`src/rtl/axi_write_arbiter.sv`:
```
// rtl/axi_write_arbiter.sv - two-master round-robin AXI write arbiter, one burst outstanding
module axi_write_arbiter #(
    parameter int ADDR_W = 32,
    parameter int DATA_W = 32
) (
    input  logic              ACLK,
    input  logic              ARESET,
    input  logic [ADDR_W-1:0] m0_AWADDR,
    input  logic [7:0]        m0_AWLEN,
    input  logic              m0_AWVALID,
    output logic              m0_AWREADY,
    input  logic [DATA_W-1:0] m0_WDATA,
    input  logic              m0_WVALID,
    input  logic              m0_WLAST,
    output logic              m0_WREADY,
    output logic [1:0]        m0_BRESP,
    output logic              m0_BVALID,
    input  logic [ADDR_W-1:0] m1_AWADDR,
    input  logic [7:0]        m1_AWLEN,
    input  logic              m1_AWVALID,
    output logic              m1_AWREADY,
    input  logic [DATA_W-1:0] m1_WDATA,
    input  logic              m1_WVALID,
    input  logic              m1_WLAST,
    output logic              m1_WREADY,
    output logic [1:0]        m1_BRESP,
    output logic              m1_BVALID,
    output logic [ADDR_W-1:0] s_AWADDR,
    output logic [7:0]        s_AWLEN,
    output logic              s_AWVALID,
    input  logic              s_AWREADY,
    output logic [DATA_W-1:0] s_WDATA,
    output logic              s_WVALID,
    output logic              s_WLAST,
    input  logic              s_WREADY,
    input  logic [1:0]        s_BRESP,
    input  logic              s_BVALID,
    output logic [1:0]        grant,
    output logic              busy,
    output logic [7:0]        err_count
);

    typedef enum logic [1:0] {IDLE, ADDR, DATA, RESP} state_t;

    state_t      state, state_nx;
    logic        last_grant;     // 1 = m1 was served last
    logic [8:0]  beat_cnt;
    logic [7:0]  len_q;
    logic        err_flag;

    logic              sel1;
    logic              g_awvalid, g_wvalid, g_wlast;
    logic [ADDR_W-1:0] g_awaddr;
    logic [7:0]        g_awlen;
    logic [DATA_W-1:0] g_wdata;
    logic              aw_hs, w_hs, at_last, pick1;
    logic [9:0]        beat_num, last_num;
    logic [1:0]        b_resp;

    assign sel1      = grant[1];
    assign g_awvalid = sel1 ? m1_AWVALID : m0_AWVALID;
    assign g_awaddr  = sel1 ? m1_AWADDR  : m0_AWADDR;
    assign g_awlen   = sel1 ? m1_AWLEN   : m0_AWLEN;
    assign g_wvalid  = sel1 ? m1_WVALID  : m0_WVALID;
    assign g_wlast   = sel1 ? m1_WLAST   : m0_WLAST;
    assign g_wdata   = sel1 ? m1_WDATA   : m0_WDATA;

    assign aw_hs    = (state == ADDR) && g_awvalid && s_AWREADY;
    assign w_hs     = (state == DATA) && g_wvalid && s_WREADY;
    assign beat_num = {1'b0, beat_cnt} + 10'd1;
    assign last_num = {2'b00, len_q} + 10'd1;
    assign at_last  = (beat_num == last_num);
    assign b_resp   = err_flag ? 2'b10 : s_BRESP;
    // On a tie the master not served last wins; a lone requester always wins.
    assign pick1    = m1_AWVALID && (!m0_AWVALID || !last_grant);
    assign busy     = (state != IDLE);

    always_ff @(posedge ACLK or posedge ARESET) begin
        if (ARESET) state <= IDLE;
        else        state <= state_nx;
    end

    always_comb begin
        state_nx   = state;
        s_AWADDR   = '0;
        s_AWLEN    = '0;
        s_AWVALID  = 1'b0;
        s_WDATA    = '0;
        s_WVALID   = 1'b0;
        s_WLAST    = 1'b0;
        m0_AWREADY = 1'b0;
        m1_AWREADY = 1'b0;
        m0_WREADY  = 1'b0;
        m1_WREADY  = 1'b0;
        m0_BVALID  = 1'b0;
        m1_BVALID  = 1'b0;
        m0_BRESP   = 2'b00;
        m1_BRESP   = 2'b00;
        case (state)
            IDLE: if (m0_AWVALID || m1_AWVALID) state_nx = ADDR;
            ADDR: begin
                s_AWADDR   = g_awaddr;
                s_AWLEN    = g_awlen;
                s_AWVALID  = g_awvalid;
                m0_AWREADY = grant[0] && s_AWREADY;
                m1_AWREADY = grant[1] && s_AWREADY;
                if (aw_hs) state_nx = DATA;
            end
            DATA: begin
                s_WDATA   = g_wdata;
                s_WVALID  = g_wvalid;
                s_WLAST   = g_wlast;
                m0_WREADY = grant[0] && s_WREADY;
                m1_WREADY = grant[1] && s_WREADY;
                if (w_hs && g_wlast) state_nx = RESP;
            end
            RESP: if (s_BVALID) begin
                m0_BVALID = grant[0];
                m1_BVALID = grant[1];
                m0_BRESP  = grant[0] ? b_resp : 2'b00;
                m1_BRESP  = grant[1] ? b_resp : 2'b00;
                state_nx  = IDLE;
            end
            default: state_nx = IDLE;
        endcase
    end

    always_ff @(posedge ACLK or posedge ARESET) begin
        if (ARESET) begin
            grant      <= 2'b00;
            last_grant <= 1'b1;
            beat_cnt   <= '0;
            len_q      <= '0;
            err_flag   <= 1'b0;
            err_count  <= '0;
        end else begin
            case (state)
                IDLE: if (m0_AWVALID || m1_AWVALID) grant <= pick1 ? 2'b10 : 2'b01;
                ADDR: if (aw_hs) begin
                    beat_cnt <= '0;
                    len_q    <= g_awlen;
                end
                DATA: if (w_hs) begin
                    if (beat_cnt != 9'd511) beat_cnt <= beat_cnt + 9'd1;
                    // Early WLAST, or the final beat arriving without WLAST.
                    if (g_wlast != at_last) err_flag <= 1'b1;
                end
                RESP: if (s_BVALID) begin
                    last_grant <= grant[1];
                    grant      <= 2'b00;
                    err_flag   <= 1'b0;
                    if (err_flag && err_count != 8'hFF) err_count <= err_count + 8'd1;
                end
                default: ;
            endcase
        end
    end

endmodule

```
`config.mk`:
```
export PLATFORM = sky130hd
export DESIGN_NAME = axi_write_arbiter
export DESIGN_NICKNAME = d
export VERILOG_FILES = /design/src/rtl/axi_write_arbiter.sv
export SDC_FILE = /design/constraint.sdc
export NUM_CORES = 1
export LEC_CHECK = 0
export ABC_AREA = 1
export BUFFER_PORTS_ARGS = -buffer_cell sky130_fd_sc_hd__buf_2
export CAP_MARGIN = 20
export CORE_AREA = 4 4 95 97
export DETAILED_ROUTE_END_ITERATION = 7
export DIE_AREA = 0 0 99 101
export PLACE_DENSITY = 0.78
export SYNTH_ARGS = -nofsm -noshare
export SYNTH_HDL_FRONTEND = slang
export SYNTH_SLANG_ARGS = --single-unit
```
`constraint.sdc`:
```
create_clock -name ACLK -period 2.5 [get_ports ACLK]
set_input_delay 0.5 -clock ACLK [delete_from_list [all_inputs] [get_ports ACLK]]
set_output_delay 0.5 -clock ACLK [all_outputs]
set_load 0.01 [all_outputs]
```
==> results.md <==
- Status: finished, final reports clean
- Share of cells above drive strength 1: between 30 and 40%
- Post-layout minimum cycle time: approximately 2.3 ns
- Final Util: about 55%
- Least-Margin Pin Slew: between 0.4 and 0.5 ns
- Routed WL: around 13000 um
- Post-route ant nets: 0
- Grt ovf: 0
- Buffers & Inverters on Critical Path: 3
- Initial detailed-routing violation count: between 150 and 200
- Setup bufs post-CTS: 0
- Share of the yosys chip area belonging to registers: between 20% and 30%
- CTS Buf Count: 5
- R2R setup slack: approximately 0.27 ns
- Clock share of power: 10.7%
- Worst slew margin: between 60 and 70%
- Std-Cell Rows: 33
- Mapped Nets: roughly 690
- # fillers: 814
- Maximum vdd drop: around 0.37 mV
- CP Data Required Time: around 2 ns
- Dominant cell type by area after synthesis: dfrtp_1
- CTS tree: yes
- Die span in x: 99 um
- Initial Util: between 30% and 40%
- Tot GR Track Use: 24.8%
- RSZ-0062 raised after global routing: false
- Top-count cell post-synth: nor2_1
- Io pins: about 250
- Most common library cells after synthesis: nor2_1 (171), nand2_1 (95), o21ai_0 (83), inv_1 (36), dfrtp_1 (30)
- Worst skew pair latency: between 0.2 and 0.3 ns
- Register Area: 778 um2
- Via density: approximately 5.0
- Total power per unit cell area: around 900 nW/um2
- Max-cap violations: 0
- Htree depth: 2
- Worst endpoint data arrival time: roughly 1.8 ns
- Max clock buf depth: 2
- Combinational share of power: between 60 and 70%
- P&R area growth vs syn: 48.1%
- DIE AREA: ~10000 um2
- Routability cong.: 0.937
- DRT Pass-1 Iters: 5
- Largest net degree at the start of global routing: 67
- CP delay by family, top: buffers and inverters
- Top post-synthesis cells by area: dfrtp_1 (25%), nor2_1 (21%), o21ai_0 (14%), nand2_1 (12%), inv_1 (4.4%)
- Switching Share: 53.2%
- Post-CTS sizing: 0
- Initial antenna violation count: 0
- Leakage: about 2.7 nW
- Total power: 4.17 mW
- Vias in the first global route: around 4.2k
- Drt drc: 0
- CP cell instances: inv_1 > ha_1 > buf_4 > o21ai_0 > nor2_1 > buf_2
- Final period util: roughly 93%
- Die Span Y: between 100 and 150 um
- Post-CTS Hold Fix Bufs: 0
- CP endpoint kind: primary output
- Unique masters post-synth: 29
- CP max stage cell: dfrtp_1
- Syn Area/Cell: a little under 6 um2
- Clk sinks: 31
- Synthesized instance count: around 530
- DR WL/cell: ~15 um
- Crit Path Max Fanout: 34
- Fin. max-slew vios: 0
- CP max stage delay: 0.41 ns
- Int Power: slightly below 2 mW
- Post-synth EDFFs: 0
- Worst Hold Class: in2async
- Clk_skew: 0.00613 ns
- Syn. warnings: 0
- Synthesized flop and latch total: 31
- Final hold vios: 0
- First-pass GRT wire length: approximately 20000 um
- Final HPWL DP: roughly 11000 um
- Synth top area share: between 20 and 25%
- Register clock-pin slew on the reported worst setup and hold paths: about 0.07 ns
- # port buffers: 252
- Core ar.: roughly 8100 um2
- Async SR Flop Fraction: 100%
- Fin nets: 931
- Switching power total: 2.22 mW
- Multi-input logic area: around 2000 um2
- Final setup viols: 0
- Startpoint types: register
- Netlist Area Pre-Place: 3050 um2
- Vias: ~4.3k
- Most used DFF post-synth: dfrtp_1
- Root cell of the clock tree: clkbuf_8
- Achievable Freq: around 430 MHz
- Critical path class: reg2out
- Inserted Diodes: 0
- Sequential share of power: 20.0%
- Setup TNS Final: 0 ns
==> state kept, by name, indices dropped and copies added (netlist names) <==
| register | flops |
|---|---|
| state | 2 |
| len_q | 8 |
| beat_cnt | 9 |
| err_count | 8 |
| last_grant | 1 |
| grant | 2 |
| err_flag | 1 |
==> power groups by stage <==
stage	sequential [mW]	clock [mW]	combinational, mW
final	0.837	0.445	2.89
after global routing	0.865	0.482	3.23
after CTS	0.832	0.452	2.90
after detailed placement	0.840	0	2.88
after global placement	0.831	0	2.82
after floorplan	0.811	0	1.81
==> worst register-to-register path, stage by stage (launching register included) <==
cell	delay [ns]
dfrtp_1	0.41
inv_1	0.14
ha_1	0.19
inv_1	0.19
a211oi_4	0.28
nand2_2	0.22
a21oi_1	0.25
nand2_2	0.14
clkinv_4	0.11
nand2_4	0.09
o22ai_1	0.14
==> layout make-up <==
type,instances,area share (%)
clock buffers,8,2.22
multi-input cells,431,44.8
repair buffers,258,29.5
inverters,38,3.27
well taps,105,2.91
flip-flops and latches,31,17.3
==> metrics by stage <==
step	cells	worst slack [ns]	cell area (um2)	hold WS [ns]
finish	871	0.165	4510	0.288
global route	871	0.0208	4510	0.337
CTS	871	0.0819	4510	0.301
detailed placement	863	0.324	4410	0.468
global placement	863	0.411	4410	0.463
floorplan	525	0.546	3050	0.448
==> layer usage <==
metal	share of wire [%]	GRT usage [%]
met1	39	29.3
met2	50	43.9
met3	8.8	6.64
met4	2.1	7.04
met5	0	0
==> final timing paths <==
| check | endpoint | depth (start not counted) | from |
|---|---|---|---|
| worst max-delay path | s_AWADDR[25] | 6 | state[1] |
| worst min-delay path | err_count[5] | 3 | ARESET |
| worst max register to register | beat_cnt[6] | 10 | state[1] |
| worst min register to register | last_grant | 2 | last_grant |
| max in group asynchronous | last_grant | 3 | ARESET |
| min in group ACLK | last_grant | 2 | last_grant |
==> cells in the final DEF (no fill, tap or decap) <==
cell type	netlist	routed
dfstp_2	1	1
inv_2	1	1
ha_1	9	8
or2_2	1	1
xnor2_1	2	2
nand3_1	21	21
mux2i_1	8	8
nor3_1	9	9
buf_12	0	2
o21bai_1	1	1
clkinv_4	1	1
xor2_1	8	8
buf_4	1	4
a21oi_1	6	6
nor2_1	171	171
o21ai_0	83	83
o22ai_1	6	6
a211oi_4	1	1
buf_2	3	252
nand2_4	1	1
o21ai_2	2	2
clkbuf_8	0	7
nand4_1	2	2
nor2_2	1	1
dfrtp_2	0	1
nand2_2	2	2
clkbuf_1	21	1
o21ai_1	1	1
nand2_1	95	95
ha_2	0	1
dfrtp_1	30	29
inv_1	36	36
o32ai_1	1	1
==> logic make-up (layout without fill, tap and decap cells) <==
kind of cell               after synthesis  count (layout)  synth area share [%]
AOI/OAI and AO/OA                      101             101                  17.8
xor gates and xnor gates                10              10                  2.88
adders and majority gates                9               9                  3.70
buffers and inverters                   63             304                  8.18
DFF                                     31              31                  25.5
muxes                                    8               8                  2.63
and+or+nand+nor                        303             303                  39.3
Power figures use the tool's default switching activity.
